File: src/rtl/uart_tx_buffer.sv
// uart_tx_buffer: byte FIFO plus one-at-a-time issue sequencer in front of a UART transmitter.
//   system side : wr_en_i/wr_data_i in; full_o, empty_o, count_o, overflow_o (dropped write) out
//   tx side     : tx_en_o strobe with tx_data_o out; tx_done_i in; timeout_o when done never came
//   busy_o      : sequencer active or bytes still queued
module uart_tx_buffer #(
    parameter int DEPTH       = 16,
    parameter int ADDR_W      = 4,
    parameter int TIMEOUT_CYC = 60000
) (
    input  logic              clk_i,
    input  logic              rst,
    input  logic              wr_en_i,
    input  logic [7:0]        wr_data_i,
    output logic              full_o,
    output logic              empty_o,
    output logic [ADDR_W:0]   count_o,
    output logic              overflow_o,
    output logic              tx_en_o,
    output logic [7:0]        tx_data_o,
    input  logic              tx_done_i,
    output logic              timeout_o,
    output logic              busy_o
);
    typedef enum logic [1:0] {IDLE, ISSUE, WAIT} state_t;

    state_t            state_q, state_d;
    logic [7:0]        mem_q [DEPTH];
    logic [ADDR_W-1:0] wr_ptr_q, wr_ptr_d, rd_ptr_q, rd_ptr_d;
    logic [ADDR_W:0]   count_q, count_d;
    logic [15:0]       wd_q, wd_d;
    logic              tx_en_q, tx_en_d, ovf_q, ovf_d, to_q, to_d;
    logic [7:0]        tx_data_q, tx_data_d;
    logic              wr_ok, pop;

    assign full_o     = count_q == (ADDR_W+1)'(DEPTH);
    assign empty_o    = count_q == '0;
    assign count_o    = count_q;
    assign overflow_o = ovf_q;
    assign tx_en_o    = tx_en_q;
    assign tx_data_o  = tx_data_q;
    assign timeout_o  = to_q;
    assign busy_o     = (state_q != IDLE) | ~empty_o;

    // full_o comes from the pre-edge count, so a write is refused even when a pop frees a slot on the same edge
    assign wr_ok = wr_en_i & ~full_o;
    assign pop   = (state_q == IDLE) & ~empty_o;

    always_comb begin
        wr_ptr_d = wr_ok ? wr_ptr_q + 1'b1 : wr_ptr_q;
        count_d  = (wr_ok & ~pop) ? count_q + 1'b1 :
                   (pop & ~wr_ok) ? count_q - 1'b1 : count_q;
        ovf_d    = wr_en_i & full_o;
    end

    always_comb begin
        state_d   = state_q;
        rd_ptr_d  = rd_ptr_q;
        tx_en_d   = 1'b0;
        tx_data_d = tx_data_q;
        wd_d      = wd_q;
        to_d      = 1'b0;
        case (state_q)
            IDLE: if (pop) begin
                state_d   = ISSUE;
                tx_en_d   = 1'b1;
                tx_data_d = mem_q[rd_ptr_q];
                rd_ptr_d  = rd_ptr_q + 1'b1;
            end
            ISSUE: begin
                state_d = WAIT;
                wd_d    = '0;
            end
            WAIT: begin
                // a done pulse on the expiry cycle wins, so no timeout is reported
                if (tx_done_i) state_d = IDLE;
                else if (wd_q == 16'(TIMEOUT_CYC - 1)) begin
                    state_d = IDLE;
                    to_d    = 1'b1;
                end else wd_d = wd_q + 1'b1;
            end
            default: state_d = IDLE;
        endcase
    end

    always_ff @(posedge clk_i) begin
        if (wr_ok) mem_q[wr_ptr_q] <= wr_data_i;
    end

    always_ff @(posedge clk_i or posedge rst) begin
        if (rst) begin
            state_q   <= IDLE;
            wr_ptr_q  <= '0;
            rd_ptr_q  <= '0;
            count_q   <= '0;
            wd_q      <= '0;
            tx_en_q   <= 1'b0;
            tx_data_q <= 8'h00;
            ovf_q     <= 1'b0;
            to_q      <= 1'b0;
        end else begin
            state_q   <= state_d;
            wr_ptr_q  <= wr_ptr_d;
            rd_ptr_q  <= rd_ptr_d;
            count_q   <= count_d;
            wd_q      <= wd_d;
            tx_en_q   <= tx_en_d;
            tx_data_q <= tx_data_d;
            ovf_q     <= ovf_d;
            to_q      <= to_d;
        end
    end
endmodule
File: config.mk
export PLATFORM = sky130hd
export DESIGN_NAME = uart_tx_buffer
export DESIGN_NICKNAME = d
export VERILOG_FILES = /design/src/rtl/uart_tx_buffer.sv
export SDC_FILE = /design/constraint.sdc
export NUM_CORES = 1
export LEC_CHECK = 0
export CAP_MARGIN = 20
export CORE_MARGIN = 2
export CORE_UTILIZATION = 51
export CTS_BUF_LIST = sky130_fd_sc_hd__clkbuf_16
export DETAILED_ROUTE_END_ITERATION = 10
export PLACE_DENSITY = 0.69
export SLEW_MARGIN = 20
export SYNTH_ARGS = -nofsm -noshare
export SYNTH_HDL_FRONTEND = slang
export SYNTH_SLANG_ARGS = --single-unit
File: constraint.sdc
create_clock -name clk_i -period 5.86 [get_ports clk_i]
set_input_delay 1.465 -clock clk_i [delete_from_list [all_inputs] [get_ports clk_i]]
set_output_delay 1.465 -clock clk_i [all_outputs]
set_load 0.01 [all_outputs]
==> impl_metrics.yaml <==
route:
  drt_iter0_markers: 313
  viasPerCell: 5.668
  ant_nets: 0
  routedWlPerCell_um: 20.32
  wl_um: 13230
  drtPass1Iterations: 4
  drc_errors: 0
  vias: 3690
worst_setup_path:
  cp.required_ns: 6.15
  critPathMaxStageDelay_ns: 0.55
  r2r-start: "count_o[0]"
  cp_slowest_cell: "nor2b_1"
  endpoint: "count_o[4]"
  startpoint: "wr_en_i"
  worstPathMaxFanout: 9
  rr_endpoint: "count_o[4]"
  rr_worst_depth: 12
  worstPathCellList: "clkdlybuf4s50_1 -> nor2b_1 -> ha_1 -> inv_1 -> fa_1 -> a21o_1 -> a21oi_1 -> xnor2_1 -> nor2_1 -> xor2_1"
  startpoint_type: "input pin"
  cp.arrival_ns: 3.99
  rrSetupSlack_ns: 2.87
  cp-end-kind: "flip-flop"
  critical_path_class: "input pin to flip-flop"
sta:
  drv_slew: 0
  relSlewSlack: 0.3624
  worst_pin_slew_ns: 0.9529
  hold_viol_final: 0
  finalCritPeriodShare: 0.6313
  fin_skew_ns: 0.009907
  finalCriticalPeriod_ns: 3.699
  setup_slack_ns: 2.161
  setup_viol: 0
  grt_setup_unrepaired: "false"
  tns_ns: 0
  fmax_mhz: 270.3
layout:
  nFillCells: 960
  nNetsFinal: 485
  final_layout_size_suffix_gt1_frac: 0.1705
  syn_to_final_growth_pct: 16.00
  diodes: 0
worst_hold_path:
  timing.hold.worst.start: "tx_data_o[5]"
  holdCritPathClass: "flip-flop to flip-flop"
power:
  power_density_nw_per_um2: 489.9
  vdd_drop_max_v: 0.0002892
  power_leakage_nw: 2.852
global_routing:
  overflow: 0
  antenna_found_initial: 0
  grt_use_total: 0.1993
  grt_pass1_vias: 3692
  grt_max_degree: 43
  grt_pass1_wl_um: 20960
placed_design:
  dpl.hpwl_um: 8322
  gp_congestion: 0.7772
  post-place-ws_ns: 1.741
  port_buffers: 30
logic_synthesis:
  syn_nets: 450
  synth_area_leaders: "edfxtp_1 (55%), dfrtp_1 (15%), mux4_2 (10%), nand2_1 (2.1%), ha_1 (1.8%)"
  ys_seq_area_frac: 0.7008
  synth.distinct_cells: 43
  syn_avg_cell_area_um2: 16.36
  yosysWarnings: 0
  ys.flop_type: "edfxtp_1"
  synth_area_leader_cell: "edfxtp_1"
  syn_inst: 427
  yosys.area.top_type_share: 0.5503
  ys_ff_latch: 170
  syn-cell-area_um2: 6984
  synth_edf_count: 128
  synthArstFlopShare: 0.2471
cts:
  clk_path_buf_depth: 2
  cts_setup_buffers: 0
  cts_max_level: 4
  cts.hold.buffers_added: 0
  numCtsBuffers: 17
  insertion_delay_ns: 0.41
  cts_resized: 0
  cts_root_buffer: "clkbuf_16"
  cts.sinks: 170
  clk_pin_slew_ns: 0.06
  cts_tree: "yes"
floorplanning:
  dieArea_um2: 14650
  rows: 42
  ios: 31
  initial_utilization: 0.5253
  die_w_um: 121.0
  core-area_um2: 13300
  die_y_um: 121.0
flow_run:
  maxCapViolCount: 0
run_status:
  status: "finished clean"
[how the worst min path moves through the flow]
stage,endpoint,slack (ns),cells after the start
final,tx_data_o[5],0.48,2
after global placement,tx_data_o[7],0.46,2
after detailed placement,tx_data_o[5],0.48,2
after CTS,tx_data_o[5],0.49,2
after global routing,tx_data_o[5],0.51,2
after floorplan,wd_q[3],0.48,1
[flip-flops by register name, indices dropped and copies added, names as in the netlist]
signal      count
timeout_o       1
tx_en_o         1
state_q         2
wd_q           16
rd_ptr_q        4
overflow_o      1
wr_ptr_q        4
tx_data_o       8
count_o         5
mem_q         128
[routing by layer]
layer	wire (um)	track usage	up-vias
li1	-	-	1702
met1	5664	0.2770	1890
met2	6698	0.3160	92
met3	792	0.04699	6
met4	72	0.06105	0
met5	0	0	-
[metrics by stage]
stage | hold WS (ns) | total power, mW | area [um^2] | instances | utilization
3_5_place_dp | 0.4756 | 2.839 | 7472 | 619 | 0.5620
2_1_floorplan | 0.4819 | 2.456 | 6984 | 427 | -
4_1_cts | 0.4895 | 4.010 | 8097 | 651 | 0.6090
5_1_grt | 0.5149 | 4.193 | 8102 | 651 | 0.6094
6_report | 0.4832 | 3.969 | 8102 | 651 | 0.6094
3_3_place_gp | 0.4635 | 2.797 | 7467 | 619 | 0.5616
[synth_stat cells, drive strengths merged (10+ instances only)]
library cell and number:
nor2 25, clkbuf 11, dfrtp 42, nand2 40
ha 10, buf 10, mux4 32, mux2i 10
edfxtp 128, o21ai 20, xnor2 12
[layout by cell type (no fill, tap or decap), types with 9 or more instances in the layout]
master | netlist | layout
clkbuf_16 | 0 | 17
clkdlybuf4s50_1 | 0 | 30
dfrtp_1 | 42 | 42
edfxtp_1 | 128 | 128
ha_1 | 10 | 10
inv_1 | 8 | 9
mux2i_1 | 10 | 10
mux4_2 | 32 | 32
nand2_1 | 40 | 40
nor2_1 | 25 | 25
o21ai_0 | 20 | 20
xnor2_1 | 12 | 12
[area by class of cell]
cell class,count,area (um^2),share of cell area
Clock buffer,17,425.4,0.05251
Multi-Input combinational cell,228,1979,0.2443
Tap cell,176,220.2,0.02718
Sequential cell,170,4895,0.6042
Inverter,8,30.03,0.003707
Timing Repair Buffer,37,352.8,0.04355
Clock inverter,15,198.9,0.02456
[worst max-delay path, delay by kind of cell]
| kind | cells | cell delay, ns |
|---|---|---|
| XOR/XNOR | 2 | 0.27 |
| AO/OA/AOI/OAI | 2 | 0.36 |
| buffers and inverters | 2 | 0.56 |
| adder cells (fa/ha/maj) | 2 | 0.71 |
| AND/OR/NAND/NOR | 2 | 0.61 |
[report_power, final]
group          leakage (nW)  internal [mW]  switching [mW]  total, mW
Clock                 0.310          0.716           0.449       1.16
Combinational         0.847          0.568           0.608       1.18
Sequential             1.69           1.49           0.141       1.63
[kinds of logic (layout without fill, tap and decap cells)]
family | count (synthesis) | count (layout) | share of synthesized area
AO/OA/AOI/OAI | 39 | 39 | 0.03332
flip-flops | 170 | 170 | 0.7008
buffers and inverters | 29 | 77 | 0.01720
XOR/XNOR | 17 | 17 | 0.02132
adder cells (fa/ha/maj) | 11 | 11 | 0.02078
multiplexers | 50 | 50 | 0.1304
AND/OR/NAND/NOR | 111 | 111 | 0.07614
Power figures use the tool's default switching activity.
